==> config.mk <==
export PLATFORM = sky130hd
export DESIGN_NAME = blink_sched_flat
export DESIGN_NICKNAME = d
export VERILOG_FILES = /design/src/rtl/blink_sched_if.sv /design/src/rtl/blink_sched.sv /design/src/flat_wrapper.sv
export SDC_FILE = /design/constraint.sdc
export NUM_CORES = 1
export LEC_CHECK = 0
export CAP_MARGIN = 20
export CORE_MARGIN = 2
export CORE_UTILIZATION = 30
export CTS_BUF_LIST = sky130_fd_sc_hd__clkbuf_8
export CTS_CLUSTER_DIAMETER = 100
export CTS_CLUSTER_SIZE = 25
export DETAILED_ROUTE_END_ITERATION = 12
export SETUP_SLACK_MARGIN = 0.15
export SYNTH_ARGS = -nofsm -noshare
export SYNTH_HDL_FRONTEND = slang
export SYNTH_SLANG_ARGS = --single-unit
==> constraint.sdc <==
create_clock -name clk -period 4.7 [get_ports clk]
set_input_delay 0.94 -clock clk [delete_from_list [all_inputs] [get_ports clk]]
set_output_delay 0.94 -clock clk [all_outputs]
set_load 0.02 [all_outputs]
==> src/rtl/blink_sched_if.sv <==
// Bundle between status requesters and the shared LED blink scheduler.
// The scheduler sits on the slave side; the requester/bench side uses master.
interface blink_sched_if #(
   parameter int NREQ  = 4,
   parameter int NBITS = 4
);
   logic [NREQ-1:0]       req;
   logic [NREQ*NBITS-1:0] req_cnt;
   logic [NREQ-1:0]       gnt;
   logic                  busy;
   logic                  led;
   logic                  flg;
   logic                  done;
   logic                  abort;

   modport master (
      output req, req_cnt,
      input  gnt, busy, led, flg, done, abort
   );

   modport slave (
      input  req, req_cnt,
      output gnt, busy, led, flg, done, abort
   );
endinterface

==> src/rtl/blink_sched.sv <==
// Round-robin scheduler that shares one LED among NREQ requesters, pacing
// each granted blink sequence from a free-running prescaler tick.
//
// state   | meaning
// IDLE    | no grant; round-robin search from ptr
// LOAD    | grant issued, blink count latched (1 cycle)
// WAIT_ON | waiting for the first tick to raise the LED
// ON      | LED high for one tick period
// OFF     | LED low for one tick period
// FIN     | sequence complete; drop grant, pulse done next cycle
module blink_sched #(
   parameter int NREQ  = 4,
   parameter int CBITS = 23,
   parameter int NBITS = 4
) (
   input logic          clk,
   input logic          rst,
   blink_sched_if.slave bus
);
   localparam int PW = (NREQ > 1) ? $clog2(NREQ) : 1;

   typedef enum logic [2:0] {IDLE, LOAD, WAIT_ON, ON, OFF, FIN} state_t;

   state_t            state, state_nxt;
   logic [CBITS-1:0]  cnt;
   logic              tick;
   logic              flg;
   logic [PW-1:0]     ptr, ptr_nxt;
   logic [NBITS-1:0]  rem, rem_nxt;
   logic [NREQ-1:0]   gnt, gnt_nxt;
   logic              led, led_nxt;
   logic              done, done_nxt;
   logic              abort, abort_nxt;
   logic              found;
   logic [PW-1:0]     win;
   logic [PW-1:0]     idx;
   logic              held;
   logic [NBITS-1:0]  cnt_arr [NREQ];

   for (genvar i = 0; i < NREQ; i++) begin : g_unpack
      assign cnt_arr[i] = bus.req_cnt[i*NBITS +: NBITS];
   end

   assign tick = (cnt == '0);

   always_ff @(posedge clk or posedge rst) begin
      if (rst) begin
         cnt <= '0;
         flg <= 1'b0;
      end else begin
         cnt <= cnt + 1'b1;
         flg <= tick;
      end
   end

   // First requester at or after ptr, wrapping.
   always_comb begin
      found = 1'b0;
      win   = '0;
      idx   = '0;
      for (int k = 0; k < NREQ; k++) begin
         idx = PW'((int'(ptr) + k) % NREQ);
         if (!found && bus.req[idx]) begin
            found = 1'b1;
            win   = idx;
         end
      end
   end

   assign held = |(bus.req & gnt);

   always_comb begin
      state_nxt = state;
      gnt_nxt   = gnt;
      rem_nxt   = rem;
      ptr_nxt   = ptr;
      led_nxt   = led;
      done_nxt  = 1'b0;
      abort_nxt = 1'b0;
      case (state)
         IDLE: begin
            if (found) begin
               state_nxt = LOAD;
               gnt_nxt   = NREQ'(1) << win;
               rem_nxt   = cnt_arr[win];
               ptr_nxt   = (int'(win) == NREQ - 1) ? '0 : win + 1'b1;
            end
         end
         LOAD, WAIT_ON, ON, OFF: begin
            // A dropped request wins over any tick in the same cycle.
            if (!held) begin
               state_nxt = IDLE;
               gnt_nxt   = '0;
               led_nxt   = 1'b0;
               rem_nxt   = '0;
               abort_nxt = 1'b1;
            end else if (state == LOAD) begin
               state_nxt = (rem == '0) ? FIN : WAIT_ON;
            end else if (tick && state == WAIT_ON) begin
               led_nxt   = 1'b1;
               state_nxt = ON;
            end else if (tick && state == ON) begin
               led_nxt   = 1'b0;
               rem_nxt   = rem - 1'b1;
               state_nxt = OFF;
            end else if (tick && state == OFF) begin
               if (rem == '0) begin
                  state_nxt = FIN;
               end else begin
                  led_nxt   = 1'b1;
                  state_nxt = ON;
               end
            end
         end
         FIN: begin
            state_nxt = IDLE;
            gnt_nxt   = '0;
            led_nxt   = 1'b0;
            done_nxt  = 1'b1;
         end
         default: begin
            state_nxt = IDLE;
            gnt_nxt   = '0;
            led_nxt   = 1'b0;
         end
      endcase
   end

   always_ff @(posedge clk or posedge rst) begin
      if (rst) begin
         state <= IDLE;
         gnt   <= '0;
         rem   <= '0;
         ptr   <= '0;
         led   <= 1'b0;
         done  <= 1'b0;
         abort <= 1'b0;
      end else begin
         state <= state_nxt;
         gnt   <= gnt_nxt;
         rem   <= rem_nxt;
         ptr   <= ptr_nxt;
         led   <= led_nxt;
         done  <= done_nxt;
         abort <= abort_nxt;
      end
   end

   assign bus.gnt   = gnt;
   assign bus.led   = led;
   assign bus.flg   = flg;
   assign bus.done  = done;
   assign bus.abort = abort;
   assign bus.busy  = (state != IDLE);
endmodule

==> src/flat_wrapper.sv <==
// flat-port wrapper written by rule: the top's interface ports become plain ports
module blink_sched_flat 
#(
   parameter int NREQ  = 4,
   parameter int CBITS = 23,
   parameter int NBITS = 4
)
  (clk, rst, bus_req, bus_req_cnt, bus_gnt, bus_busy, bus_led, bus_flg, bus_done, bus_abort);
  blink_sched_if #(.NREQ(NREQ), .NBITS(NBITS)) bus_i ();
  input logic clk;
  input logic rst;
  input wire logic [$bits(bus_i.req)-1:0] bus_req;
  input wire logic [$bits(bus_i.req_cnt)-1:0] bus_req_cnt;
  output wire logic [$bits(bus_i.gnt)-1:0] bus_gnt;
  output wire logic [$bits(bus_i.busy)-1:0] bus_busy;
  output wire logic [$bits(bus_i.led)-1:0] bus_led;
  output wire logic [$bits(bus_i.flg)-1:0] bus_flg;
  output wire logic [$bits(bus_i.done)-1:0] bus_done;
  output wire logic [$bits(bus_i.abort)-1:0] bus_abort;
  assign bus_i.req = bus_req;
  assign bus_i.req_cnt = bus_req_cnt;
  assign bus_gnt = bus_i.gnt;
  assign bus_busy = bus_i.busy;
  assign bus_led = bus_i.led;
  assign bus_flg = bus_i.flg;
  assign bus_done = bus_i.done;
  assign bus_abort = bus_i.abort;
  blink_sched #(.NREQ(NREQ), .CBITS(CBITS), .NBITS(NBITS)) u_core (.clk(clk), .rst(rst), .bus(bus_i));
endmodule
==> results_tabular.tex <==
\begin{tabular}{lr}
\hline
Metric & Value \\
\hline
\multicolumn{2}{l}{\textbf{Status}} \\
Status & complete, no violations \\
\multicolumn{2}{l}{\textbf{Clock network}} \\
CTS Buf Count & 5 \\
Root buffer cell & sky130\_fd\_sc\_hd\_\_clkbuf\_8 \\
TritonCTS clock tree & yes \\
Clock insertion delay at the later pin of the skew report & $\sim$0.3 ns \\
Sink Count & 40 \\
Clock transition at path regs & 0.09 ns \\
Maximum level of the CTS H-tree & 2 \\
Post-CTS setup repair buffer count & 0 \\
Hold bufs inserted after CTS & 0 \\
Buffer levels on the longest clock path & 2 \\
Resized cells post-CTS & 0 \\
\multicolumn{2}{l}{\textbf{Route}} \\
Wire length reported by the detailed router & 4830 um \\
Residual DRC count & 0 \\
Vias after detailed routing & 1,796 \\
Residual antenna-violating net count after detailed routing & 0 \\
Count of TritonRoute iterations in the first routing pass & 4 \\
Via count normalized by instance count & 4.99 \\
DRC marker count from the first detailed-route iteration & $\sim$120 \\
Wirelength per Cell & 13.4 um \\
\multicolumn{2}{l}{\textbf{Timing}} \\
Final Hold Violating Endpoints & 0 \\
Count of final setup violators & 0 \\
Worst clock skew on the final layout & 0.00792 ns \\
Maximum operating frequency & 0.338 GHz \\
Setup\_tns & 0 ns \\
Crit path time final & around 3.0 ns \\
Period Utilization, post-route & 62.9\% \\
Hold\_ws & 0.485 ns \\
Transition time at the pin with the least slew margin & 0.612 ns \\
Relative slew slack & 59.0\% \\
Setup repair after global routing missed its margin & no \\
Number of pins with negative max-slew slack in the final report & 0 \\
\multicolumn{2}{l}{\textbf{Run}} \\
Max capacitance violation total & 0 \\
\multicolumn{2}{l}{\textbf{Global route}} \\
First-pass GRT wire length & a little under 9000 um \\
Maximum number of pins on one net before global-route repair & 41 \\
Antenna violations before repair & 0 \\
Vias in the first global route & 1,827 \\
Total GRT Usage & 12.8\% \\
Total congestion overflow & 0 \\
\multicolumn{2}{l}{\textbf{Worst setup path}} \\
R2R Path End & u\_core.state[2] \\
Kind of start point of the critical path & register \\
Critical Path Start & u\_core.state[0] \\
Type of element capturing the critical path & output pin \\
Setup CP Type & register to output pin \\
Setup slack of the most critical reg-to-reg path & 2.53 ns \\
Largest fanout of any net on the critical path & 11 \\
Arrival time at the worst endpoint & 2.02 ns \\
Worst r2r path cells & 8 \\
Origin of the critical flop-to-flop path & u\_core.cnt[0] \\
Timing endpoint of the critical path & bus\_busy \\
Data required time at the worst endpoint & roughly 3.8 ns \\
\multicolumn{2}{l}{\textbf{Final layout}} \\
Fraction of layout cells with a size suffix above 1 & under 10\% \\
Number of diodes added for antenna fixing & 0 \\
Relative area change from synthesis to final layout & 23.1\% \\
Post-route standard cell area excluding fillers & 0.00279 mm2 \\
Fillers & 743 \\
Final-stage net count & 290 \\
\multicolumn{2}{l}{\textbf{Pwr}} \\
Total power density per cell area & 494 mW/mm2 \\
Leakage power figure & approximately 1.2 nW \\
Largest voltage drop on the vdd net & between 0.2 and 0.25 mV \\
\multicolumn{2}{l}{\textbf{Worst hold path}} \\
HP Class & register to register \\
\multicolumn{2}{l}{\textbf{Logic synthesis}} \\
Fraction of the yosys area taken by sequential cells & between 40\% and 50\% \\
Xor and xnor area share after synthesis & under 10\% \\
Yosys warns & 0 \\
Synthesis-stage register bit count & 40 \\
Share of synthesized registers carrying an async set or reset & 100\% \\
Mapped Avg Cell Area & 9.97 um2 \\
Netlist area before placement & 0.00226 mm2 \\
Area share of and/or/nand/nor cells after synthesis & 20.8\% \\
Post-synthesis share of cell area spent on full adders, half adders and majority gates & 4.42\% \\
Count of flip-flops with a built-in enable after synthesis & 0 \\
Share of the synthesized area in compound gates (AO/OA/AOI/OAI) & 13.9\% \\
Dominant combinational cell family by area after synthesis & simple AND/OR/NAND/NOR gates \\
Multiplexer share of the synthesized area & under 10\% \\
Post-Synthesis Cells & around 230 \\
Top\_reg\_cell synth & sky130\_fd\_sc\_hd\_\_dfrtp\_1 \\
Post-Syn Nets & 257 \\
Post-synth cell types & 48 \\
\multicolumn{2}{l}{\textbf{Die}} \\
Die span in y & 90.9 um \\
Area enclosed by the die boundary & 0.00826 mm2 \\
Area of the core & roughly 0.0073 mm2 \\
Row count & 31 \\
Effective utilization at floorplan & 31.0\% \\
Count of pins on the block boundary & 31 \\
Horizontal extent of the die & 90.9 um \\
\multicolumn{2}{l}{\textbf{Placed design}} \\
Instance area at placement & 0.00267 mm2 \\
Port Buffer Count & 30 \\
Final GP Congestion & 0.832 \\
Dpl hpwl & 3450 um \\
\hline
\end{tabular}
==> sequential cells by signal, summed over array words and instances, names as in the netlist <==
register,count
u_core.bus.done,1
u_core.state,3
u_core.rem,4
u_core.cnt,23
u_core.ptr,2
u_core.bus.led,1
u_core.bus.flg,1
u_core.bus.gnt,4
u_core.bus.abort,1
==> how the worst min path moves through the flow <==
stage,cells past startpoint,startpoint,slack [ns],endpoint
6_report,1,u_core.cnt[22],0.49,u_core.cnt[22]
5_1_grt,1,u_core.cnt[22],0.51,u_core.cnt[22]
3_3_place_gp,1,u_core.cnt[22],0.47,u_core.cnt[22]
3_5_place_dp,1,u_core.cnt[22],0.47,u_core.cnt[22]
4_1_cts,1,u_core.cnt[22],0.49,u_core.cnt[22]
2_1_floorplan,1,u_core.cnt[22],0.45,u_core.cnt[22]
==> per-stage QoR <==
step | setup WS (ns) | std cells | power [mW] | utilization [%]
detailed placement | 1.69 | 352 | 1.08 | 36.5
floorplan | 2.53 | 227 | 0.905 | -
finish | 1.74 | 360 | 1.38 | 38.2
CTS | 1.74 | 360 | 1.38 | 38.2
global placement | 1.72 | 352 | 1.07 | 36.5
global route | 1.63 | 360 | 1.48 | 38.2
==> cells in the mapped netlist (4+ instances only) <==
| cell type | instances | share of area [%] |
|---|---|---|
| sky130_fd_sc_hd__a22o_1 | 6 | 2.3 |
| sky130_fd_sc_hd__and3_1 | 4 | 1.1 |
| sky130_fd_sc_hd__dfrtp_1 | 40 | 44 |
| sky130_fd_sc_hd__xnor2_1 | 17 | 6.6 |
| sky130_fd_sc_hd__ha_1 | 8 | 4.4 |
| sky130_fd_sc_hd__mux2i_1 | 10 | 4.4 |
| sky130_fd_sc_hd__nand2_1 | 14 | 2.3 |
| sky130_fd_sc_hd__a21oi_1 | 10 | 2.2 |
| sky130_fd_sc_hd__o21ai_1 | 5 | 1.1 |
| sky130_fd_sc_hd__xor2_1 | 4 | 1.5 |
| sky130_fd_sc_hd__nor3_1 | 4 | 0.88 |
| sky130_fd_sc_hd__nand3_1 | 21 | 4.6 |
| sky130_fd_sc_hd__inv_1 | 14 | 2.3 |
| sky130_fd_sc_hd__nor2_1 | 15 | 2.5 |
==> cell type report <==
| cell class | count | area [um2] | area share [%] |
|---|---|---|---|
| clock buffers | 6 | 82.6 | 2.96 |
| well taps | 99 | 124 | 4.45 |
| flip-flops and latches | 40 | 1000 | 35.9 |
| inverters | 14 | 52.6 | 1.89 |
| multi-input cells | 168 | 1180 | 42.3 |
| clock inverters | 2 | 38.8 | 1.39 |
| repair buffers | 31 | 308 | 11.0 |
==> layout by cell type (no fill, tap or decap), types with 5 or more instances in the layout <==
cell type | synthesis | layout
sky130_fd_sc_hd__a21oi_1 | 10 | 10
sky130_fd_sc_hd__a22o_1 | 6 | 6
sky130_fd_sc_hd__clkbuf_8 | 0 | 6
sky130_fd_sc_hd__clkdlybuf4s50_1 | 0 | 30
sky130_fd_sc_hd__dfrtp_1 | 40 | 40
sky130_fd_sc_hd__ha_1 | 8 | 8
sky130_fd_sc_hd__inv_1 | 14 | 14
sky130_fd_sc_hd__mux2i_1 | 10 | 10
sky130_fd_sc_hd__nand2_1 | 14 | 14
sky130_fd_sc_hd__nand3_1 | 21 | 21
sky130_fd_sc_hd__nor2_1 | 15 | 15
sky130_fd_sc_hd__o21ai_1 | 5 | 5
sky130_fd_sc_hd__xnor2_1 | 17 | 17
==> report_power, final <==
group          switching [mW]  internal [mW]
clock                   0.128          0.174
sequential             0.0721          0.404
combinational           0.329          0.268
total                   0.529          0.846
==> critical path, cell delays in order (launching register included) <==
cell and delay (ns):
sky130_fd_sc_hd__dfrtp_1 0.50, sky130_fd_sc_hd__or2_2 0.36, sky130_fd_sc_hd__nor2_2 0.19, sky130_fd_sc_hd__inv_1 0.12, sky130_fd_sc_hd__clkdlybuf4s50_1 0.55
==> kinds of logic (layout without fill, tap and decap cells) <==
logic type,count (synthesis),after routing
XOR/XNOR,21,21
buffers and inverters,19,53
adder cells (fa/ha/maj),8,8
flip-flops,40,40
AO/OA/AOI/OAI,43,43
AND/OR/NAND/NOR,85,85
multiplexers,11,11
==> metal layers <==
| metal | GRT usage (%) | share of wire [%] |
|---|---|---|
| met1 | 16.9 | 48 |
| met2 | 20.0 | 44 |
| met3 | 4.01 | 6.5 |
| met4 | 4.17 | 1.5 |
| met5 | 0 | 0 |
(Power assumes the default switching activity.)
